`src/rtl/gates_seq_ctrl_pkg.sv`:
```
// Shared definitions for the gate-unit sequencer.
//   - FSM state encodings (3-bit)
//   - Expected gate-unit result per input vector {A,B}
//     Z bit order: 0 AND, 1 NAND, 2 OR, 3 NOR, 4 XOR, 5 XNOR
package gates_seq_ctrl_pkg;

  localparam logic [2:0] ST_IDLE   = 3'd0;
  localparam logic [2:0] ST_DRIVE  = 3'd1;
  localparam logic [2:0] ST_SETTLE = 3'd2;
  localparam logic [2:0] ST_CHECK  = 3'd3;
  localparam logic [2:0] ST_DONE   = 3'd4;

  localparam logic [5:0] EXP_Z_00 = 6'h2A;
  localparam logic [5:0] EXP_Z_01 = 6'h16;
  localparam logic [5:0] EXP_Z_10 = 6'h16;
  localparam logic [5:0] EXP_Z_11 = 6'h25;

  function automatic logic [5:0] expected_z(input logic [1:0] ab);
    logic [5:0] z;
    case (ab)
      2'b00:   z = EXP_Z_00;
      2'b01:   z = EXP_Z_01;
      2'b10:   z = EXP_Z_10;
      default: z = EXP_Z_11;
    endcase
    return z;
  endfunction

endpackage

```
`src/rtl/gates_settle_cnt.sv`:
```
// Loadable down-counter with zero flag, used to time the settle window.
// Ports:
//   clk, rst   : clock, asynchronous active-high reset (count -> 0)
//   load_i     : load load_val_i (has priority over dec_i)
//   load_val_i : value to load, CNT_W bits
//   dec_i      : decrement by one; holds at zero
//   zero_o     : count is zero
module gates_settle_cnt #(
  parameter int CNT_W = 8
) (
  input  logic             clk,
  input  logic             rst,
  input  logic             load_i,
  input  logic [CNT_W-1:0] load_val_i,
  input  logic             dec_i,
  output logic             zero_o
);

  logic [CNT_W-1:0] cnt_q, cnt_d;

  always_comb begin
    cnt_d = cnt_q;
    if (load_i)
      cnt_d = load_val_i;
    else if (dec_i && (cnt_q != '0))
      cnt_d = cnt_q - 1'b1;
  end

  always_ff @(posedge clk or posedge rst) begin
    if (rst) cnt_q <= '0;
    else     cnt_q <= cnt_d;
  end

  assign zero_o = (cnt_q == '0);

endmodule

```
`src/rtl/gates_seq_ctrl.sv`:
```
// Sequencer / self-checker for the six-output two-input gate unit.
// A start request walks {A,B} through 00,01,10,11; each vector is driven,
// allowed to settle for SETTLE_CYCLES, then Z is compared with the
// expected truth table. Mismatches accumulate in a sticky err_mask.
// Ports:
//   clk, rst  : clock, asynchronous active-high reset
//   start     : run request, sampled in IDLE
//   A, B      : gate-unit inputs
//   Z         : gate-unit result bus (synchronous to clk)
//   busy      : run in progress
//   done      : one-cycle end-of-run pulse
//   pass      : last completed run had no errors
//   err_mask  : sticky per-gate error mask
//   vec_idx   : current vector {A,B}
// Optional build macro GATES_SEQ_LOOP_EN: with start held high, DONE
// restarts directly at vector 0 and err_mask stays sticky across runs.
module gates_seq_ctrl
  import gates_seq_ctrl_pkg::*;
#(
  parameter int SETTLE_CYCLES = 2,
  parameter int CNT_W         = 8
) (
  input  logic       clk,
  input  logic       rst,
  input  logic       start,
  output logic       A,
  output logic       B,
  input  logic [5:0] Z,
  output logic       busy,
  output logic       done,
  output logic       pass,
  output logic [5:0] err_mask,
  output logic [1:0] vec_idx
);

  logic [2:0] state_q, state_d;
  logic       a_q, b_q, busy_q, done_q, pass_q;
  logic [5:0] err_q;
  logic [1:0] vec_q;
  logic       cnt_load, cnt_dec, cnt_zero;

  gates_settle_cnt #(.CNT_W(CNT_W)) u_settle_cnt (
    .clk        (clk),
    .rst        (rst),
    .load_i     (cnt_load),
    .load_val_i (CNT_W'(SETTLE_CYCLES - 1)),
    .dec_i      (cnt_dec),
    .zero_o     (cnt_zero)
  );

  always_comb begin
    state_d  = state_q;
    cnt_load = 1'b0;
    cnt_dec  = 1'b0;
    case (state_q)
      ST_IDLE:   if (start) state_d = ST_DRIVE;
      ST_DRIVE: begin
        cnt_load = 1'b1;
        state_d  = ST_SETTLE;
      end
      // Loaded with SETTLE_CYCLES-1 so the zero cycle is the last settle cycle.
      ST_SETTLE: begin
        if (cnt_zero) state_d = ST_CHECK;
        else          cnt_dec = 1'b1;
      end
      ST_CHECK:  state_d = (vec_q == 2'd3) ? ST_DONE : ST_DRIVE;
`ifdef GATES_SEQ_LOOP_EN
      ST_DONE:   state_d = start ? ST_DRIVE : ST_IDLE;
`else
      ST_DONE:   state_d = ST_IDLE;
`endif
      default:   state_d = ST_IDLE;
    endcase
  end

  always_ff @(posedge clk or posedge rst) begin
    if (rst) begin
      state_q <= ST_IDLE;
      a_q     <= 1'b0;
      b_q     <= 1'b0;
      busy_q  <= 1'b0;
      done_q  <= 1'b0;
      pass_q  <= 1'b0;
      err_q   <= 6'h00;
      vec_q   <= 2'd0;
    end else begin
      state_q <= state_d;
      done_q  <= 1'b0;
      case (state_q)
        ST_IDLE: begin
          if (start) begin
            vec_q  <= 2'd0;
            err_q  <= 6'h00;
            pass_q <= 1'b0;
            busy_q <= 1'b1;
          end
        end
        ST_DRIVE: {a_q, b_q} <= vec_q;
        ST_CHECK: begin
          err_q <= err_q | (Z ^ expected_z(vec_q));
          if (vec_q != 2'd3) vec_q <= vec_q + 2'd1;
        end
        ST_DONE: begin
          done_q <= 1'b1;
          pass_q <= (err_q == 6'h00);
`ifdef GATES_SEQ_LOOP_EN
          if (start) vec_q  <= 2'd0;
          else       busy_q <= 1'b0;
`else
          busy_q <= 1'b0;
`endif
        end
        default: ;
      endcase
    end
  end

  assign A        = a_q;
  assign B        = b_q;
  assign busy     = busy_q;
  assign done     = done_q;
  assign pass     = pass_q;
  assign err_mask = err_q;
  assign vec_idx  = vec_q;

endmodule

```
`config.mk`:
```
export PLATFORM = sky130hd
export DESIGN_NAME = gates_seq_ctrl
export DESIGN_NICKNAME = d
export VERILOG_FILES = /design/src/rtl/gates_seq_ctrl_pkg.sv /design/src/rtl/gates_settle_cnt.sv /design/src/rtl/gates_seq_ctrl.sv
export SDC_FILE = /design/constraint.sdc
export NUM_CORES = 1
export LEC_CHECK = 0
export ABC_CLOCK_PERIOD_IN_PS = 3300
export CORE_ASPECT_RATIO = 0.5
export CORE_MARGIN = 1
export CORE_UTILIZATION = 40
export CTS_CLUSTER_SIZE = 8
export DETAILED_ROUTE_END_ITERATION = 10
export PLACE_DENSITY_LB_ADDON = 0.08
export SYNTH_ARGS = -nofsm -noshare
export SYNTH_HDL_FRONTEND = slang
export SYNTH_SLANG_ARGS = --single-unit
export TNS_END_PERCENT = 1
```
`constraint.sdc`:
```
create_clock -name clk -period 3.3 [get_ports clk]
set_clock_uncertainty 0.2 [all_clocks]
set_input_delay 0.825 -clock clk [delete_from_list [all_inputs] [get_ports clk]]
set_output_delay 0.825 -clock clk [all_outputs]
set_load 0.005 [all_outputs]
```
# ---- Yosys cells after proc, flatten, opt, wreduce, memory -nomap -nowiden
# Index checks and enable logic that the tools add are counted.
dict set report op_classes {
  bitwise_logic 2
  n_reduce_logical 14
  add_sub_neg 2
  n_eq_ne 11
  n_mux 21
}
# op count
set op_table {}
lappend op_table {{$pmux 6 s2} 2}
lappend op_table {{$mux 8} 2}
lappend op_table {{$mux 6} 2}
lappend op_table {{$pmux 3 s4} 1}
lappend op_table {{$mux 3} 3}
lappend op_table {{$logic_not 8->1} 1}
lappend op_table {{$ne 2x2->1 const B} 4}
lappend op_table {{$reduce_bool 8->1} 1}
lappend op_table {{$sub 8x1->8 const B} 1}
lappend op_table {{$eq 3x2->1 const B} 2}
lappend op_table {{$logic_not 6->1} 1}
lappend op_table {{$mux 1} 6}
lappend op_table {{$or 6x6->6} 1}
lappend op_table {{$reduce_and 2->1} 3}
lappend op_table {{$reduce_bool 2->1} 3}
lappend op_table {{$xor 6x6->6} 1}
lappend op_table {{$eq 2x2->1 const B} 2}
lappend op_table {{$mux 2} 2}
lappend op_table {{$pmux 1 s2} 2}
lappend op_table {{$pmux 2 s2} 1}
lappend op_table {{$eq 3x1->1 const B} 1}
lappend op_table {{$eq 3x3->1 const B} 1}
lappend op_table {{$logic_not 3->1} 1}
lappend op_table {{$reduce_and 3->1} 1}
lappend op_table {{other kinds (5)} 5}
dict set report totals {
  reg_bits 24
  wordCells 59
}

# ---- Longest topological paths before layout
# Gate-level depths: netlist (run 1).
dict set report depth {
  ltp_word 7
  ltp_mapped 5
  depth_no_buf 5
}

# ---- Modules after synthesis
# Synthesis (run 1) repeated with hierarchy kept, for this count alone.
dict set report hier_totals {
  cells_unflattened 126
  area_unflattened_um2 1273.7
}
# module n_inst cells_each area_each_um2
set by_module_without_submodules {}
lappend by_module_without_submodules {gates_seq_ctrl 1 73 778.2}
lappend by_module_without_submodules {gates_settle_cnt 1 53 495.5}

# ---- Worst setup path before layout (run 1)
# OpenSTA, ideal clock, no wires.
dict set report synth_path {
  path_type {reg-to-reg}
  start {register u_settle_cnt.cnt_q[0]}
  end {register u_settle_cnt.cnt_q[1]}
  setup_ns 0.125
  path_stages_with_launch 6
  path_slack_ns 1.353
  arrival_time_ns 1.622
  synth_period_minus_slack_ns 1.947
  path_cell_list {dfrtp_1 -> inv_1 -> ha_1 -> or3b_2 -> o21ai_4 -> mux2_4}
}
dict set report synth_via {
  elab_chain_len 5
  elab_cells_between_ends 9
}
# element line_no
set synth_rtl {}
lappend synth_rtl {{start, declared} gates_settle_cnt.sv:19} ;# logic [CNT_W-1:0] cnt_q, cnt_d;
lappend synth_rtl {{start signal, assigned} gates_settle_cnt.sv:31} ;# else cnt_q <= cnt_d;
lappend synth_rtl {{parallel branches: the longest is 5 deep, another holds $sub 8x1->8} --}
# Parallel ways; which one is timed is not known. The select of a mux whose other input is x is not followed.
# A chain may end at the register's enable or synchronous reset.

# ---- Worst setup path after layout (run 1)
dict set report layout_path {
  start {register vec_q[0], in the netlist vec_idx[0]}
  end {output port vec_idx[0]}
}
# element line_no
set layout_lines {}
lappend layout_lines {{start, declared} gates_seq_ctrl.sv:39} ;# logic [1:0] vec_q;
lappend layout_lines {{start signal, assigned} gates_seq_ctrl.sv:101} ;# if (vec_q != 2'd3) vec_q <= vec_q + 2'd1;
lappend layout_lines {{end, declared} gates_seq_ctrl.sv:33} ;# output logic [1:0] vec_idx
# No word-level cell between the ends.

==> reports/metrics.yaml, run 1 <==
outcome: "finished clean"
multi_input_area_um2: 614
fin_crit_sh_pct: 68.9
synthTopCellsByCount: "24 x dfrtp_1, 13 x nor2_1, 9 x nand2_1, 8 x inv_1, 7 x a21oi_1"
ys_seq_area_share_pct: 47.1
ant_nets: 0
grt_overflow: 0
vias: 953
min_period_ns: 2.27
critPathBufInv: 1
setup_viol: 0
vdd_ir_drop_max_mv: 0.348
rows: 14
path_delay_family: "buffers and inverters"
regArea_um2: 601
syn_area_per_cell_um2: 9.96
tns_ns: 0
clk_latency_ns: 0.27
p_per_area_nw_per_um2: 862
diodes: 0
worst_slack_ns: 1.03
post_cts_buffers: 0
synthAdderAreaFrac_pct: 4.91
cts-root-buf: "clkbuf_8"
slew_violations: 0
core_um2: 3010
max_cap_viol_count: 0
first_iter_violations: 29
mappedNetlistNets: 142
cp_max_fo: 5
synth.most_common_cell: "dfrtp_1"
clock_sinks: 24
dpl.hpwl_um: 1730
worst_slew_pin_slew_ns: 0.650
synth-xor-area-share_pct: 4.81
cp_slowest_cell: "clkdlybuf4s50_1"
cts_max_level: 1
chipWidth_um: 81.8
avgViaCountPerCell: 5.10
wire_per_inst_um: 12.5
cp_cell_sequence: "clkdlybuf4s50_1"
cp.arrival_ns: 1.25
die_area_um2: 3430
max_slew_margin_pct: 56.6
max_clock_freq_mhz: 440
dieHeight_um: 41.9
grt_pass1_vias: 954
area_delta_synth_final_pct: 23.0
p_leak_nw: 0.707
path_class: "flop to output pin"
required_ns: 2.27
muxShareOfSynthArea_pct: 5.89
ys_warn_count: 0
cts_buffer_depth: 2
rsz0062_at_grt: "no"
cp-start-kind: "flop"
path_clk_slew_ns: 0.08
postCtsHoldBufs: 0
synth_seq_cells: 24
synth_top_family_by_area: "simple AND/OR/NAND/NOR gates"
nets: 162
portBuffers: 21
worstSetupEndpointType: "output pin"
post-place-ws_ns: 1.12
synth_compound_area_share_pct: 11.6
synthSimpleGateAreaFrac_pct: 21.0
synthArstFlopShare_pct: 100
cts-resized-gates: 0
synth_area_leader_cell: "dfrtp_1"
track_usage_pct: 16.0
synth_top_cell_area_share_pct: 47.1
grt_pass1_wl_um: 4140
grt_max_degree: 25
ys_types: 36
first_pass_iters: 3
drive_gt1_share_pct: 6.80
synth_area_um2: 1270
cpPeakStageDelay_ns: 0.54
synth_enable_flop_cells: 0
routed_wl_um: 2330
place_congestion: 0.792
route.detailed.drc: 0
initial_core_util_pct: 42.3
pin_count: 22
synth_area_leaders: "dfrtp_1 47%, ha_1 4.9%, mux2i_1 4.7%, nor2_1 3.8%, a21oi_1 2.7%"
synthCells: 128
cts_made_buffers: 3
cts_tree: "yes"
hp-class: "flop to flop"
fill_cells: 284
hold_violations: 0
synth_ff_type: "dfrtp_1"
antenna_found_initial: 0
==> layout by cell type, fill, tap and decap left out, types with 4 or more instances in the layout <==
cell             Yosys  layout
clkdlybuf4s50_1      0      21
inv_1                8       8
nor2_1              13      13
o21ai_0              6       6
a21oi_1              7       7
clkbuf_8             0       4
xnor2_1              4       4
nand2_1              9       9
mux2i_1              6       6
dfrtp_1             24      24
ha_1                 5       5
==> final cells by class <==
cell class                 instances  share of cell area [%]
multi-input combinational         89                    39.2
sequential                        24                    38.3
timing repair buffer              22                    13.9
clock buffer                       4                    3.51
tap                               40                    3.19
inverter                           8                    1.92
==> worst paths after layout <==
check | start | to | slack (ns) | cells after the start
worst max-delay path | vec_idx[0]$_DFFE_PP0P_ | vec_idx[0] | 1.03 | 1
worst max register to register | u_settle_cnt.cnt_q[1]$_DFFE_PP0P_ | u_settle_cnt.cnt_q[1]$_DFFE_PP0P_ | 1.22 | 5
max in group asynchronous | rst | done$_DFF_PP0_ | 1.97 | 3
worst min register to register | B$_DFFE_PP0N_ | B$_DFFE_PP0N_ | 0.29 | 2
min in group asynchronous | rst | u_settle_cnt.cnt_q[4]$_DFFE_PP0P_ | 0.70 | 3
worst min-delay path | B$_DFFE_PP0N_ | B$_DFFE_PP0N_ | 0.29 | 2
==> state kept, by name (all words and copies together) (netlist names) <==
name and flops:
A 1, u_settle_cnt.cnt_q 8, B 1, err_mask 6, vec_idx 2, done 1
pass 1, busy 1, state_q 3
==> worst register-to-register path, delay by kind of cell (launching register included) <==
family          cells  cell delay [ns]
mux                 1             0.31
buf+inv             1             0.11
simple gates        1             0.53
compound gates      1             0.19
fa+ha+maj           1             0.20
flops               1             0.42
==> metrics by stage <==
step	hold WS (ns)	area (um2)	instances	utilization [%]	power [mW]
after floorplan	0.270	1270	128	-	0.970
after global placement	0.270	1510	183	50.2	1.16
after detailed placement	0.275	1510	183	50.2	1.16
after CTS	0.296	1570	187	52.0	1.37
after global routing	0.317	1570	187	52.0	1.48
final	0.288	1570	187	52.0	1.35
==> where the power goes <==
part	internal (mW)	total (mW)	switching, mW
Combinational	0.337	0.630	0.293
Clock	0.107	0.203	0.0962
Sequential	0.400	0.519	0.118
==> metal layers <==
metal  global-route usage (%)  up-vias  share of wire [%]  wire length [um]
li1                         -      473                  -                 -
met1                     21.7      465                 52              1210
met2                     26.0       15                 44              1020
met3                     4.62        0                4.6               107
met4                     2.11        0                  0                 0
met5                        0        -                  0                 0
==> logic make-up (layout without fill, tap and decap cells) <==
family | count (synthesis) | after routing
flip-flops | 24 | 24
XOR/XNOR | 7 | 7
AND/OR/NAND/NOR | 48 | 48
adder cells (fa/ha/maj) | 5 | 5
AO/OA/AOI/OAI | 22 | 22
buffers and inverters | 15 | 34
multiplexers | 7 | 7
Power figures use the tool's default switching activity.
==> run 2: changes to the inputs <==
ABC_CLOCK_PERIOD_IN_PS = 2400   (was 3300)
clock period = 2.4 ns   (was 3.3 ns; I/O delays follow)
==> run 2 against run 1 <==
Power grew 39%. Clock power grew 35%. Global-route usage grew 0.54 points. Critical path type is now flop to flop. Largest power group unchanged.
==> reports/metrics.yaml, run 2 (same netlist as run 1, synthesis figures left out) <==
wire_per_inst_um: 13.2  # was 12.5 um
top_register: "u_settle_cnt.cnt_q"  # unchanged
required_ns: 2.36  # was 2.27 ns
cts-resized-gates: 0  # unchanged
outcome: "finished clean"  # unchanged
ant_nets: 0  # unchanged
setup_viol: 0  # unchanged
place_congestion: 0.865  # was 0.792
portBuffers: 21  # unchanged
pin_count: 22  # unchanged
dieHeight_um: 41.9  # unchanged
diodes: 0  # unchanged
drive_gt1_share_pct: 6.80  # unchanged
path_clk_slew_ns: 0.08  # about the same
die_area_um2: 3430  # unchanged
cts_tree: "yes"  # unchanged
max_slew_margin_pct: 55.3  # was 56.6%
hp-class: "flop to flop"  # unchanged
rsz0062_at_grt: "no"  # unchanged
p_per_area_nw_per_um2: 1200  # was 862 nW/um2
min_period_ns: 2.06
tns_ns: 0  # unchanged
cts-root-buf: "clkbuf_8"  # unchanged
dpl.hpwl_um: 1760  # was 1730 um
antenna_found_initial: 0  # unchanged
p_leak_nw: 0.707  # unchanged
first_pass_iters: 4  # was 3
path_class: "flop to flop"  # was flop to output pin
nets: 162  # unchanged
clk_latency_ns: 0.27  # about the same
stdcell_area_um2: 1570  # unchanged
cp-start-kind: "flop"  # unchanged
clock_sinks: 24  # unchanged
worst_slack_ns: 0.339  # was 1.03 ns
vias: 958  # was 953
slew_violations: 0  # unchanged
postCtsHoldBufs: 0  # unchanged
fill_cells: 291  # was 284
routed_wl_um: 2460  # was 2330 um
layout_common_cells: "24 x dfrtp_1, 21 x clkdlybuf4s50_1, 13 x nor2_1"  # unchanged
largest_reg_flops: 8  # unchanged
worst_slew_pin_slew_ns: 0.669  # was 0.650 ns
post-place-ws_ns: 0.360  # was 1.12 ns
holdWs_ns: 0.283  # was 0.288 ns
initial_core_util_pct: 42.3  # unchanged
cp.arrival_ns: 2.02  # was 1.25 ns
cp_max_fo: 5  # unchanged
final_common_cell: "dfrtp_1"  # unchanged
track_usage_pct: 16.5  # was 16.0%
first_iter_violations: 51  # was 29
worstSetupEndpointType: "flop"  # was output pin
grt_overflow: 0  # unchanged
route.detailed.drc: 0  # unchanged
max_clock_freq_mhz: 485
place_area_um2: 1510  # unchanged
grt_pass1_vias: 897  # was 954
fin_crit_sh_pct: 85.9
post_cts_buffers: 0  # unchanged
area_delta_synth_final_pct: 23.0  # unchanged
core_um2: 3010  # unchanged
grt_max_degree: 25  # unchanged
cts_max_level: 1  # unchanged
cts_buffer_depth: 2  # unchanged
cts_made_buffers: 3  # unchanged
avgViaCountPerCell: 5.12  # was 5.10
rows: 14  # unchanged
grt_pass1_wl_um: 4190  # was 4140 um
max_cap_viol_count: 0  # unchanged
chipWidth_um: 81.8  # unchanged
hold_violations: 0  # unchanged
vdd_ir_drop_max_mv: 0.452  # was 0.348 mV
## run 2: cell counts in the layout (fill, tap and decap cells not counted)
Identical to the previous run, type by type.
## run 2: power by group
| group | switching, mW | total [mW] | leakage (nW) | internal, mW |
|---|---|---|---|---|
| Clock | 0.128 | 0.275 | 0.0288 | 0.146 |
| Combinational | 0.417 | 0.882 | 0.370 | 0.465 |
| Sequential | 0.166 | 0.717 | 0.308 | 0.550 |
## run 2: area by class of cell
cell class	instances	area (um2)	share of cell area, %
Sequential cell	24	601	38.3
Inverter	8	30.0	1.92
Multi-Input combinational cell	89	614	39.2
Timing Repair Buffer	22	218	13.9
Tap cell	40	50.0	3.19
Clock buffer	4	55.1	3.51
## run 2: worst max-delay path, stage by stage, from the launching register on
cell     delay (ns)
dfrtp_1        0.42
inv_1          0.12
ha_1           0.18
or3b_2         0.53
o21ai_4        0.19
mux2_4         0.31
## run 2: per-layer routing
layer	vias to the layer above	global-route usage (%)	wire length, um	share of wire (%)
met4	0	3.16	8	0.32
met1	456	23.1	1260	51
met2	22	24.6	1060	43
met5	-	0	0	0
met3	2	5.93	136	5.5
li1	478	-	-	-
## run 2: per-stage QoR
stage / power [mW] / cells / util (%)
floorplan: 1.33 / 128 / -
global placement: 1.60 / 183 / 50.2
detailed placement: 1.61 / 183 / 50.2
CTS: 1.90 / 187 / 52.0
global route: 2.04 / 187 / 52.0
finish: 1.87 / 187 / 52.0
## run 2: path summary, 6_finish.rpt
check | cells past startpoint | to | slack, ns | start
max | 5 | u_settle_cnt.cnt_q[1]$_DFFE_PP0P_ | 0.34 | u_settle_cnt.cnt_q[1]$_DFFE_PP0P_
min | 1 | busy$_DFFE_PP0P_ | 0.28 | busy$_DFFE_PP0P_
max reg2reg | 5 | u_settle_cnt.cnt_q[1]$_DFFE_PP0P_ | 0.34 | u_settle_cnt.cnt_q[1]$_DFFE_PP0P_
min reg2reg | 1 | busy$_DFFE_PP0P_ | 0.28 | busy$_DFFE_PP0P_
max in group asynchronous | 3 | pass$_DFFE_PP0P_ | 1.28 | rst
min in group asynchronous | 3 | u_settle_cnt.cnt_q[7]$_DFFE_PP0P_ | 0.48 | rst
==> run 3: changes to the inputs <==
CORE_UTILIZATION = 30   (was 40)
GPL_TIMING_DRIVEN = 0   (was default)
==> run 3 against run 2 <==
Final cell count increased by 11%. Combinational power rose by 7.5%. Sequential share of layout area is 1.3 points lower. Final area up 3.6%. Utilization decreased by 11 points. Worst hold slack better by 0.0010 ns. First-iteration DRC count shrank 35%. Maximum frequency fell by 2.1%. Non-clock buffer count grew 6. Critical endpoint unchanged.
==> reports/metrics.yaml, run 3 (same netlist as run 1, synthesis figures left out) <==
outcome: "finished clean"  # unchanged
avgViaCountPerCell: 4.59  # was 5.12
cp_max_fo: 5  # unchanged
cts_tree: "yes"  # unchanged
hp-class: "flop to flop"  # unchanged
min_period_ns: 2.11  # was 2.06 ns
worstSetupEndpointType: "flop"  # unchanged
vias: 951  # was 958
track_usage_pct: 13.0  # was 16.5%
first_iter_violations: 33  # was 51
pin_count: 22  # unchanged
first_pass_iters: 4  # unchanged
vdd_ir_drop_max_mv: 0.361  # was 0.452 mV
hold_violations: 0  # unchanged
diodes: 0  # unchanged
dieHeight_um: 48.1  # was 41.9 um
grt_overflow: 0  # unchanged
post_cts_buffers: 0  # unchanged
core_um2: 3980  # was 3010 um2
fin_crit_sh_pct: 87.7  # was 85.9%
route.detailed.drc: 0  # unchanged
grt_pass1_vias: 873  # was 897
grt_max_degree: 25  # unchanged
clk_latency_ns: 0.27  # about the same
p_leak_nw: 0.728  # was 0.707 nW
p_per_area_nw_per_um2: 1220  # was 1200 nW/um2
postCtsHoldBufs: 0  # unchanged
max_clock_freq_mhz: 475  # was 485 MHz
final_cells: 207  # was 187
dp_cells: 203  # was 183
cts_made_buffers: 3  # unchanged
cts-resized-gates: 0  # unchanged
sw_frac_of_total_pct: 36.6  # was 38.0%
initial_core_util_pct: 32.0  # was 42.3%
cts-root-buf: "clkbuf_8"  # unchanged
grt_pass1_wl_um: 4290  # was 4190 um
rows: 16  # was 14
place_area_um2: 1550  # was 1510 um2
largest_reg_flops: 8  # unchanged
worst_slew_pin_slew_ns: 0.917  # was 0.669 ns
p_int_mw: 1.26  # was 1.16 mW
path_clk_slew_ns: 0.09  # was 0.08 ns
stdcell_area_um2: 1620  # was 1570 um2
chipWidth_um: 94.2  # was 81.8 um
place_congestion: 0.691  # was 0.865
routed_wl_um: 2600  # was 2460 um
clockPowerShare_pct: 18.2  # was 14.7%
final_common_cell: "dfrtp_1"  # unchanged
cts_buffer_depth: 2  # unchanged
slew_violations: 0  # unchanged
dpl.hpwl_um: 1860  # was 1760 um
layout_common_cells: "24 x dfrtp_1, 21 x clkdlybuf4s50_1, 13 x nor2_1"  # unchanged
portBuffers: 21  # unchanged
path_class: "flop to flop"  # unchanged
wire_per_inst_um: 12.6  # was 13.2 um
drive_gt1_share_pct: 7.84  # was 6.80%
rsz0062_at_grt: "no"  # unchanged
required_ns: 2.37  # was 2.36 ns
clock_sinks: 24  # unchanged
antenna_found_initial: 0  # unchanged
die_area_um2: 4530  # was 3430 um2
cp.arrival_ns: 2.07  # was 2.02 ns
area_delta_synth_final_pct: 27.4  # was 23.0%
ant_nets: 0  # unchanged
nets: 168  # was 162
top_register: "u_settle_cnt.cnt_q"  # unchanged
comb_power_share_pct: 47.7  # was 47.1%
setup_viol: 0  # unchanged
cts_max_level: 1  # unchanged
seqPwrFrac_pct: 34.1  # was 38.3%
cp-start-kind: "flop"  # unchanged
max_slew_margin_pct: 38.8  # was 55.3%
fin_util_pct: 40.8  # was 52.0%
max_cap_viol_count: 0  # unchanged
tns_ns: 0  # unchanged
power.net_switching_mw: 0.727  # was 0.712 mW
-- run 3: cell types whose count changed in the layout (fill, tap and decap cells not counted), sizes merged --
cell,change
bufinv,+1
buf,+3
clkbuf,+2
-- run 3: worst max-delay path, stage by stage, from the launching register on --
cell and delay (ns):
dfrtp_1 0.43, inv_1 0.11, ha_1 0.20, or3b_2 0.53
o21ai_4 0.21, mux2_4 0.31
-- run 3: cell type report --
type	count	area, um2
Fill cell	408	2360
Multi-Input combinational cell	89	614
Sequential cell	24	601
Timing Repair Buffer	21	210
Tap cell	54	67.6
Clock buffer	3	41.3
Clock inverter	1	30.0
Buffer	7	30.0
Inverter	8	30.0
-- run 3: stage by stage --
stage	hold slack, ns	worst slack, ns	power [mW]
6_report	0.284	0.295	1.99
5_1_grt	0.317	0.197	2.16
4_1_cts	0.291	0.290	2.01
3_5_place_dp	0.269	0.305	1.64
3_3_place_gp	0.261	0.303	1.63
2_1_floorplan	0.270	0.453	1.33
-- run 3: per-layer routing --
metal	vias to the layer above	track usage [%]	part of all wire, %
li1	489	-	-
met1	444	18.1	53
met2	18	20.1	42
met3	0	4.67	5.1
met4	0	1.85	0
met5	-	0	0
-- run 3: worst paths after layout --
kind	start	to	slack [ns]	cells after the start
setup / recovery	u_settle_cnt.cnt_q[1]$_DFFE_PP0P_	u_settle_cnt.cnt_q[1]$_DFFE_PP0P_	0.29	5
hold / removal	busy$_DFFE_PP0P_	busy$_DFFE_PP0P_	0.28	1
setup reg to reg	u_settle_cnt.cnt_q[1]$_DFFE_PP0P_	u_settle_cnt.cnt_q[1]$_DFFE_PP0P_	0.29	5
hold reg to reg	busy$_DFFE_PP0P_	busy$_DFFE_PP0P_	0.28	1
max in group asynchronous	rst	u_settle_cnt.cnt_q[4]$_DFFE_PP0P_	0.81	2
min in group asynchronous	rst	busy$_DFFE_PP0P_	0.62	2
-- run 3: power by group through the flow --
stage               Combinational [mW]  Sequential (mW)  Clock, mW
floorplan                        0.668            0.665          0
global route                      1.07            0.701      0.390
global placement                 0.944            0.684          0
finish                           0.948            0.676      0.362
detailed placement               0.959            0.684          0
CTS                              0.961            0.676      0.373
